**src/rtl/prog_loader.sv**
```systemverilog
// Boot-time program loader: packs a valid/ready byte stream (MSB first) into
// 24-bit words, writes them to instruction memory at sequential addresses and
// then releases the CPU. Partial final words and overlong streams latch
// sticky error flags that only reset clears.
module prog_loader #(
    parameter int unsigned WORD_W = 24,
    parameter int unsigned ADDR_W = 8,
    parameter int unsigned DEPTH  = 256
) (
    input  logic              clk,
    input  logic              rst_n,
    input  logic              in_valid,
    input  logic [7:0]        in_data,
    input  logic              in_last,
    output logic              in_ready,
    input  logic              reload,
    output logic              mem_we,
    output logic [ADDR_W-1:0] mem_addr,
    output logic [WORD_W-1:0] mem_wdata,
    output logic              cpu_run,
    output logic [ADDR_W:0]   word_count,
    output logic              err_partial,
    output logic              err_overflow
);

    typedef enum logic [2:0] {
        StLoad,
        StDoneWr,
        StOvfWr,
        StRun,
        StError
    } state_e;

    localparam logic [ADDR_W-1:0] LastAddr = ADDR_W'(DEPTH - 1);

    state_e              state_q, state_d;
    logic [1:0]          idx_q, idx_d;
    logic [WORD_W-9:0]   shift_q, shift_d;
    logic                we_q, we_d;
    logic [ADDR_W-1:0]   addr_q, addr_d;
    logic [WORD_W-1:0]   wdata_q, wdata_d;
    logic [ADDR_W:0]     count_q, count_d;
    logic                err_partial_q, err_partial_d;
    logic                err_overflow_q, err_overflow_d;
    logic                accept;

    assign in_ready     = (state_q == StLoad);
    assign cpu_run      = (state_q == StRun);
    assign accept       = in_valid && in_ready;
    assign mem_we       = we_q;
    assign mem_addr     = addr_q;
    assign mem_wdata    = wdata_q;
    assign word_count   = count_q;
    assign err_partial  = err_partial_q;
    assign err_overflow = err_overflow_q;

    // Next-state: byte assembly, write strobe, address advance and state transitions.
    always_comb begin
        state_d        = state_q;
        idx_d          = idx_q;
        shift_d        = shift_q;
        we_d           = 1'b0;
        addr_d         = addr_q;
        wdata_d        = wdata_q;
        count_d        = count_q;
        err_partial_d  = err_partial_q;
        err_overflow_d = err_overflow_q;

        // Address and count advance the cycle after the write pulse.
        if (we_q) begin
            addr_d  = addr_q + 1'b1;
            count_d = count_q + 1'b1;
        end

        unique case (state_q)
            StLoad: begin
                if (accept) begin
                    if (idx_q != 2'd2) begin
                        shift_d = {shift_q[WORD_W-17:0], in_data};
                        idx_d   = idx_q + 1'b1;
                        if (in_last) begin
                            state_d       = StError;
                            err_partial_d = 1'b1;
                        end
                    end else begin
                        idx_d   = 2'd0;
                        we_d    = 1'b1;
                        wdata_d = {shift_q, in_data};
                        if (in_last) begin
                            state_d = StDoneWr;
                        end else if (addr_q == LastAddr) begin
                            state_d = StOvfWr;
                        end
                    end
                end
            end
            StDoneWr: state_d = StRun;
            StOvfWr: begin
                state_d        = StError;
                err_overflow_d = 1'b1;
            end
            StRun: begin
                if (reload) begin
                    state_d = StLoad;
                    addr_d  = '0;
                    count_d = '0;
                    idx_d   = 2'd0;
                end
            end
            StError: state_d = StError;
            default: state_d = StError;
        endcase
    end

    // State registers with asynchronous active-low reset.
    always_ff @(posedge clk or negedge rst_n) begin
        if (!rst_n) begin
            state_q        <= StLoad;
            idx_q          <= 2'd0;
            shift_q        <= '0;
            we_q           <= 1'b0;
            addr_q         <= '0;
            wdata_q        <= '0;
            count_q        <= '0;
            err_partial_q  <= 1'b0;
            err_overflow_q <= 1'b0;
        end else begin
            state_q        <= state_d;
            idx_q          <= idx_d;
            shift_q        <= shift_d;
            we_q           <= we_d;
            addr_q         <= addr_d;
            wdata_q        <= wdata_d;
            count_q        <= count_d;
            err_partial_q  <= err_partial_d;
            err_overflow_q <= err_overflow_d;
        end
    end

endmodule

```
**config.mk**
```make
export PLATFORM = sky130hd
export DESIGN_NAME = prog_loader
export DESIGN_NICKNAME = d
export VERILOG_FILES = /design/src/rtl/prog_loader.sv
export SDC_FILE = /design/constraint.sdc
export NUM_CORES = 1
export LEC_CHECK = 0
export BUFFER_PORTS_ARGS = -buffer_cell sky130_fd_sc_hd__buf_2
export CORE_AREA = 2 2 71 87
export CTS_BUF_LIST = sky130_fd_sc_hd__clkbuf_16
export DETAILED_ROUTE_END_ITERATION = 12
export DIE_AREA = 0 0 73 89
export PLACE_DENSITY = 0.73
export SLEW_MARGIN = 20
export SYNTH_ARGS = -nofsm -noshare
export SYNTH_HDL_FRONTEND = slang
export SYNTH_SLANG_ARGS = --single-unit
```
**constraint.sdc**
```tcl
create_clock -name clk -period 3.98 [get_ports clk]
set_input_delay 0 -clock clk [delete_from_list [all_inputs] [get_ports clk]]
set_output_delay 0 -clock clk [all_outputs]
set_load 0.01 [all_outputs]
```
==> results of run 1 <==
power by group through the flow:
stage	Sequential, uW	Combinational (uW)	Clock [uW]
floorplan	1250	462	0
global placement	1190	807	0
detailed placement	1200	832	0
CTS	1200	850	814
global route	1250	920	843
finish	1200	836	801
kinds of logic after synthesis:
family                   synth area share
flip-flops                          0.587
buffers and inverters              0.0294
adder cells (fa/ha/maj)           0.00904
multiplexers                        0.187
AND/OR/NAND/NOR                     0.103
XOR/XNOR                           0.0474
AO/OA/AOI/OAI                      0.0362
cell usage in the layout (no fill, tap or decap), types with 2 or more instances in the layout:
master         count
ha_1               2
nand4_1            6
clkbuf_16          9
inv_1              2
buf_2             58
dfrtp_1           65
xor2_1             9
nor2_1            26
and3_1             4
mux2i_1            3
a21oi_1            2
mux2_1            14
bufinv_16          2
nor3_1             2
mux2_2            16
dlygate4sd3_1     10
mux2_4            10
nand2_1            6
nand3_1            3
xnor2_1            6
o21ai_0            5
worst min-delay path, cell delays in order:
cell     delay, ns
buf_2         0.10
or3_1         0.12
o31ai_1       0.07
cell type report:
cell class	count	area, um2	area share
clock buffers	9	225	0.0648
clock inverters	6	76.3	0.0220
flip-flops and latches	65	1630	0.468
repair buffers	69	398	0.114
multi-input cells	131	1060	0.305
well taps	64	80.1	0.0230
inverters	1	8.76	0.00252
layer usage:
layer | routed length [um] | GRT usage | up-vias | part of all wire
met3 | 201 | 0.0519 | 10 | 0.039
li1 | - | - | 867 | -
met2 | 2470 | 0.268 | 46 | 0.48
met4 | 119 | 0.101 | 0 | 0.023
met1 | 2340 | 0.219 | 891 | 0.46
met5 | 0 | 0 | - | 0
how the worst max path moves through the flow:
stage | start | end | slack, ns | cells after the start
after floorplan | state_q[2] | mem_wdata[6] | 2.27 | 5
after global placement | state_q[2] | mem_wdata[7] | 1.94 | 3
after detailed placement | state_q[2] | mem_wdata[2] | 1.91 | 3
after CTS | state_q[2] | mem_wdata[9] | 1.89 | 3
after global routing | state_q[2] | mem_wdata[2] | 1.80 | 3
final | state_q[2] | mem_wdata[14] | 1.93 | 3
repair_timing:
item                      CTS  global route
hold endpoints to repair   82             0
gates resized for setup     0             0
hold buffers               10             0
metrics by stage:
stage,power (uW),cell area [um2],instances,util
floorplan,1710,2770,207,-
global placement,2000,3070,320,0.550
detailed placement,2040,3070,320,0.550
CTS,2860,3480,345,0.621
global route,3010,3480,345,0.621
finish,2830,3480,345,0.621
flip-flops by register name (all words and copies together), names as in the netlist:
register / cells
mem_wdata: 24
mem_we: 1
word_count: 9
mem_addr: 8
err_partial: 1
shift_q: 16
err_overflow: 1
state_q: 3
idx_q: 2
==> flow_summary.json, run 1 <==
{
  "skew_ns": 0.00595,
  "core_area_um2": 5590,
  "ys_seq_area_frac": 0.587,
  "grtUsageTotal": 0.174,
  "die-height_um": 89,
  "crit_required_ns": 4.19,
  "cts_root_buf": "clkbuf_16",
  "setup_viol": 0,
  "clk_latency_ns": 0.33,
  "synth_area_per_cell_um2": 13.4,
  "cts_buffer_depth": 2,
  "clkSinkCount": 65,
  "finalSetupTns_ns": 0,
  "dpl.hpwl_mm": 3.17,
  "cts_made_buffers": 9,
  "arrival_ns": 2.26,
  "r2r-start": "state_q[2]",
  "slew_headroom": 0.474,
  "synth.top_cell.area_share": 0.587,
  "p_sw_uw": 887,
  "drtIter0Drc": 72,
  "grt-ovfl-total": 0,
  "rows": 30,
  "yosys-top-cells-count": "dfrtp_1 (65), nor2_1 (26), mux2_2 (16)",
  "holdPathEnd": "state_q[0]",
  "path_class": "register to register",
  "synthTopCellsByArea": "dfrtp_1 (59%), mux2_2 (6.5%), mux2_1 (5.7%), mux2_4 (5.4%), nor2_1 (3.5%)",
  "ctsHtreeMaxLevel": 3,
  "rr_worst_depth": 3,
  "yosys.cell_types.count": 38,
  "synth-edff-count": 0,
  "leakage_uw": 0.00166,
  "crit_chain": "or3_4 > nor2_4 > mux2_2",
  "fillers": 427,
  "wl_mm": 5.13,
  "async_flop_share": 1.00,
  "worst_pin_slew_ns": 0.788,
  "min_from": "reload",
  "yosysMostFrequentCell": "dfrtp_1",
  "grt_pass1_wl_mm": 8.47,
  "timing.final.ws_setup_ns": 1.93,
  "route.antenna.remaining_nets": 0,
  "path_buf_inv": 0,
  "status": "finished, final reports clean",
  "grt_max_degree": 66,
  "maxCapViolations": 0,
  "rsz0062_at_grt": "no",
  "crit_family": "simple AND/OR/NAND/NOR gates",
  "yosysWarnings": 0,
  "dr.pass1.iters": 4,
  "place.gp.congestion": 0.812,
  "r2r_slack_ns": 1.93,
  "p_per_area_nw_per_um2": 816,
  "initial_utilization": 0.495,
  "fin_crit_ns": 2.05,
  "port_buffers": 58,
  "cp-end-kind": "register",
  "p_clk_frac": 0.283,
  "sequentialPowerShare": 0.423,
  "syn_nets": 222,
  "p_comb_frac": 0.295,
  "clk_pin_slew_worst_paths_ns": 0.05,
  "drc": 0,
  "via_per_inst": 5.26,
  "die-area_um2": 6500,
  "area_growth_syn_to_layout_pct": 25.5,
  "route.vias.total": 1814,
  "syn_inst": 207,
  "drive_gt1_frac": 0.363,
  "grt_pass1_vias": 1767,
  "whs_ns": 0.00783,
  "die_w_um": 73,
  "hold_path_depth": 3,
  "fin_crit_sh": 0.515,
  "hold_path.class": "primary input to register",
  "peakVddDrop_mv": 0.410,
  "ys_ff_latch": 65,
  "n_antenna_cell": 0,
  "path_max_fanout": 25,
  "critical_path.slowest_cell": "nor2_4",
  "fin_nets": 292,
  "cts_tree": "done",
  "p_int_uw": 1950,
  "wire_per_inst_um": 14.9,
  "netlist_area_um2": 2770,
  "antenna_found_initial": 0,
  "io_pins": 59,
  "start_kind": "register",
  "drv_slew": 0,
  "fmax_mhz": 488,
  "worst_r2r_endpoint": "mem_wdata[14]",
  "cpPeakStageDelay_ns": 0.58,
  "postCtsSetupBuffers": 0,
  "synth.largest_area_cell": "dfrtp_1",
  "synth_flop_cell": "dfrtp_1",
  "finalHoldViolCount": 0,
  "pre_cts_ws_ns": 1.91,
  "swShare": 0.313
}
Note: power is estimated with default switching activity, not from simulation.
==> run 2: changes to the inputs <==
--- a/config.mk
+++ b/config.mk
@@ -6,11 +6,11 @@
 export NUM_CORES = 1
 export LEC_CHECK = 0
 export BUFFER_PORTS_ARGS = -buffer_cell sky130_fd_sc_hd__buf_2
-export CORE_AREA = 2 2 71 87
+export CORE_AREA = 2 2 73 89
 export CTS_BUF_LIST = sky130_fd_sc_hd__clkbuf_16
 export DETAILED_ROUTE_END_ITERATION = 12
-export DIE_AREA = 0 0 73 89
-export PLACE_DENSITY = 0.73
+export DIE_AREA = 0 0 75 91
+export PLACE_DENSITY = 0.72
 export SLEW_MARGIN = 20
 export SYNTH_ARGS = -nofsm -noshare
 export SYNTH_HDL_FRONTEND = slang
==> constraint.sdc (replaced) <==
create_clock -name clk -period 1.8 [get_ports clk]
set_input_delay 0 -clock clk [delete_from_list [all_inputs] [get_ports clk]]
set_output_delay 0 -clock clk [all_outputs]
set_load 0.01 [all_outputs]
==> run 2 against run 1 <==
Compared with the run above:
- critical path depth grew 1
- highest routed layer unchanged
- combinational power grew 120%
- die area grew 5.0%
- routed wire length shrank 0.66%
- utilization shrank 2.6 points
- fmax grew 26%
- sequential power grew 120%
- sequential cell count is the same
- largest power group unchanged
- sequential share of layout area shrank 0.79 points
- critical endpoint is now shift_q[7]
- register-to-register slack lost 1.8 ns
- final cell count grew 6.7%
==> flow_summary.json, run 2 (synthesized netlist as in run 1, its figures left out) <==
{
  "status": "finished, final reports clean",
  "setup_viol": 0,
  "path_max_fanout": 16,
  "drc": 0,
  "drtIter0Drc": 100,
  "pre_cts_ws_ns": 0.161,
  "cts_resized": 0,
  "antenna_found_initial": 0,
  "largest_reg_flops": 24,
  "placed_cells": 343,
  "dpl.hpwl_mm": 3.38,
  "cts_root_buf": "clkbuf_16",
  "initial_utilization": 0.467,
  "crit_required_ns": 2.00,
  "path_class": "register to register",
  "timing.final.ws_setup_ns": 0.167,
  "cpPeakStageDelay_ns": 0.44,
  "io_pins": 59,
  "fin_crit_sh": 0.907,
  "grt_pass1_wl_mm": 8.90,
  "fin_nets": 297,
  "cts_tree": "done",
  "drive_gt1_frac": 0.374,
  "route.antenna.remaining_nets": 0,
  "via_per_inst": 4.89,
  "p_per_area_nw_per_um2": 1730,
  "core_area_um2": 5930,
  "mostFrequentLayoutCell": "dfrtp_1",
  "slew_headroom": 0.697,
  "start_kind": "register",
  "cp-end-kind": "register",
  "grt_max_degree": 66,
  "sequentialPowerShare": 0.429,
  "crit_chain": "or3_4 > clkinv_4 > nand3_4 > mux2_4",
  "fin_crit_ns": 1.63,
  "clkSinkCount": 65,
  "rows": 31,
  "die-height_um": 91,
  "drv_slew": 0,
  "finalSetupTns_ns": 0,
  "leakage_uw": 0.00168,
  "ctsHtreeMaxLevel": 3,
  "fillers": 480,
  "arrival_ns": 1.83,
  "swShare": 0.316,
  "crit_family": "simple AND/OR/NAND/NOR gates",
  "dr.pass1.iters": 4,
  "peakVddDrop_mv": 1.00,
  "port_buffers": 58,
  "postCtsSetupBuffers": 0,
  "n_antenna_cell": 0,
  "grtUsageTotal": 0.171,
  "cts_buffer_depth": 2,
  "rsz0062_at_grt": "no",
  "wire_per_inst_um": 13.8,
  "cts_made_buffers": 9,
  "clk_latency_ns": 0.32,
  "place.gp.congestion": 0.770,
  "postCtsHoldBufs": 10,
  "grt-ovfl-total": 0,
  "wl_mm": 5.09,
  "fin_cells": 368,
  "path_buf_inv": 1,
  "p_comb_frac": 0.307,
  "p_sw_uw": 1940,
  "area_growth_syn_to_layout_pct": 27.7,
  "skew_ns": 0.00346,
  "p_clk_frac": 0.263,
  "mostFrequentLayoutCells": "dfrtp_1 (65), buf_2 (58), nor2_1 (26)",
  "fmax_mhz": 612,
  "critical_path.slowest_cell": "or3_4",
  "worst_pin_slew_ns": 0.455,
  "maxCapViolations": 0,
  "hold_path.class": "primary input to register",
  "die-area_um2": 6830,
  "finalHoldViolCount": 0,
  "p_int_uw": 4190,
  "clk_pin_slew_worst_paths_ns": 0.05,
  "route.vias.total": 1800,
  "grt_pass1_vias": 1857,
  "die_w_um": 75
}
run 2: cell count changes in the layout (fill, tap and decap cells not counted):
cell,previous run,this run
buf_4,1,4
clkinv_1,1,2
inv_1,2,1
bufinv_16,2,1
buf_12,0,2
clkinv_2,1,2
run 2: worst reg2reg max path, delay by kind of cell, from the launching register on:
kind / cells / cell delay, ns
muxes: 1 / 0.39
DFF: 1 / 0.38
buffers and inverters: 1 / 0.08
and+or+nand+nor: 2 / 0.68
run 2: metal layers:
layer | share of wire | wire length [um] | vias to the layer above | track usage
met1 | 0.45 | 2290 | 862 | 0.219
met2 | 0.48 | 2430 | 56 | 0.265
met5 | 0 | 0 | - | 0
met4 | 0.022 | 113 | 0 | 0.0893
met3 | 0.050 | 256 | 10 | 0.0388
li1 | - | - | 872 | -
run 2: power groups by stage:
stage	Combinational, uW	Clock (uW)	Sequential [uW]
floorplan	1020	0	2770
global placement	1850	0	2620
detailed placement	1890	0	2650
CTS	1920	1650	2640
global route	2070	1710	2740
finish	1880	1610	2630
run 2: final timing paths:
path / from / endpoint / slack [ns] / cells past startpoint
max in group asynchronous: rst_n / mem_addr[2] / 1.31 / 3
max reg2reg: state_q[2] / shift_q[7] / 0.17 / 4
max: state_q[2] / shift_q[7] / 0.17 / 4
min reg2reg: err_partial / err_partial / 0.46 / 1
min in group asynchronous: rst_n / mem_wdata[1] / 0.22 / 3
min: reload / state_q[1] / 0.02 / 3
run 2: cell type report:
cell class | count | area (um2) | area share
flip-flops and latches | 65 | 1630 | 0.460
multi-input cells | 131 | 1060 | 0.300
repair buffers | 74 | 460 | 0.130
clock buffers | 9 | 225 | 0.0637
well taps | 82 | 103 | 0.0290
clock inverters | 6 | 51.3 | 0.0145
inverters | 1 | 8.76 | 0.00248
run 2: through the flow:
step / total power (uW) / hold WS (ns) / instance area, um2 / utilization
floorplan: 3790 / -0.296 / 2770 / -
global route: 6530 / 0.0321 / 3540 / 0.596
finish: 6130 / 0.0192 / 3540 / 0.596
global placement: 4460 / 0.0373 / 3160 / 0.532
detailed placement: 4540 / 0.0380 / 3160 / 0.532
CTS: 6200 / 0.00800 / 3540 / 0.596
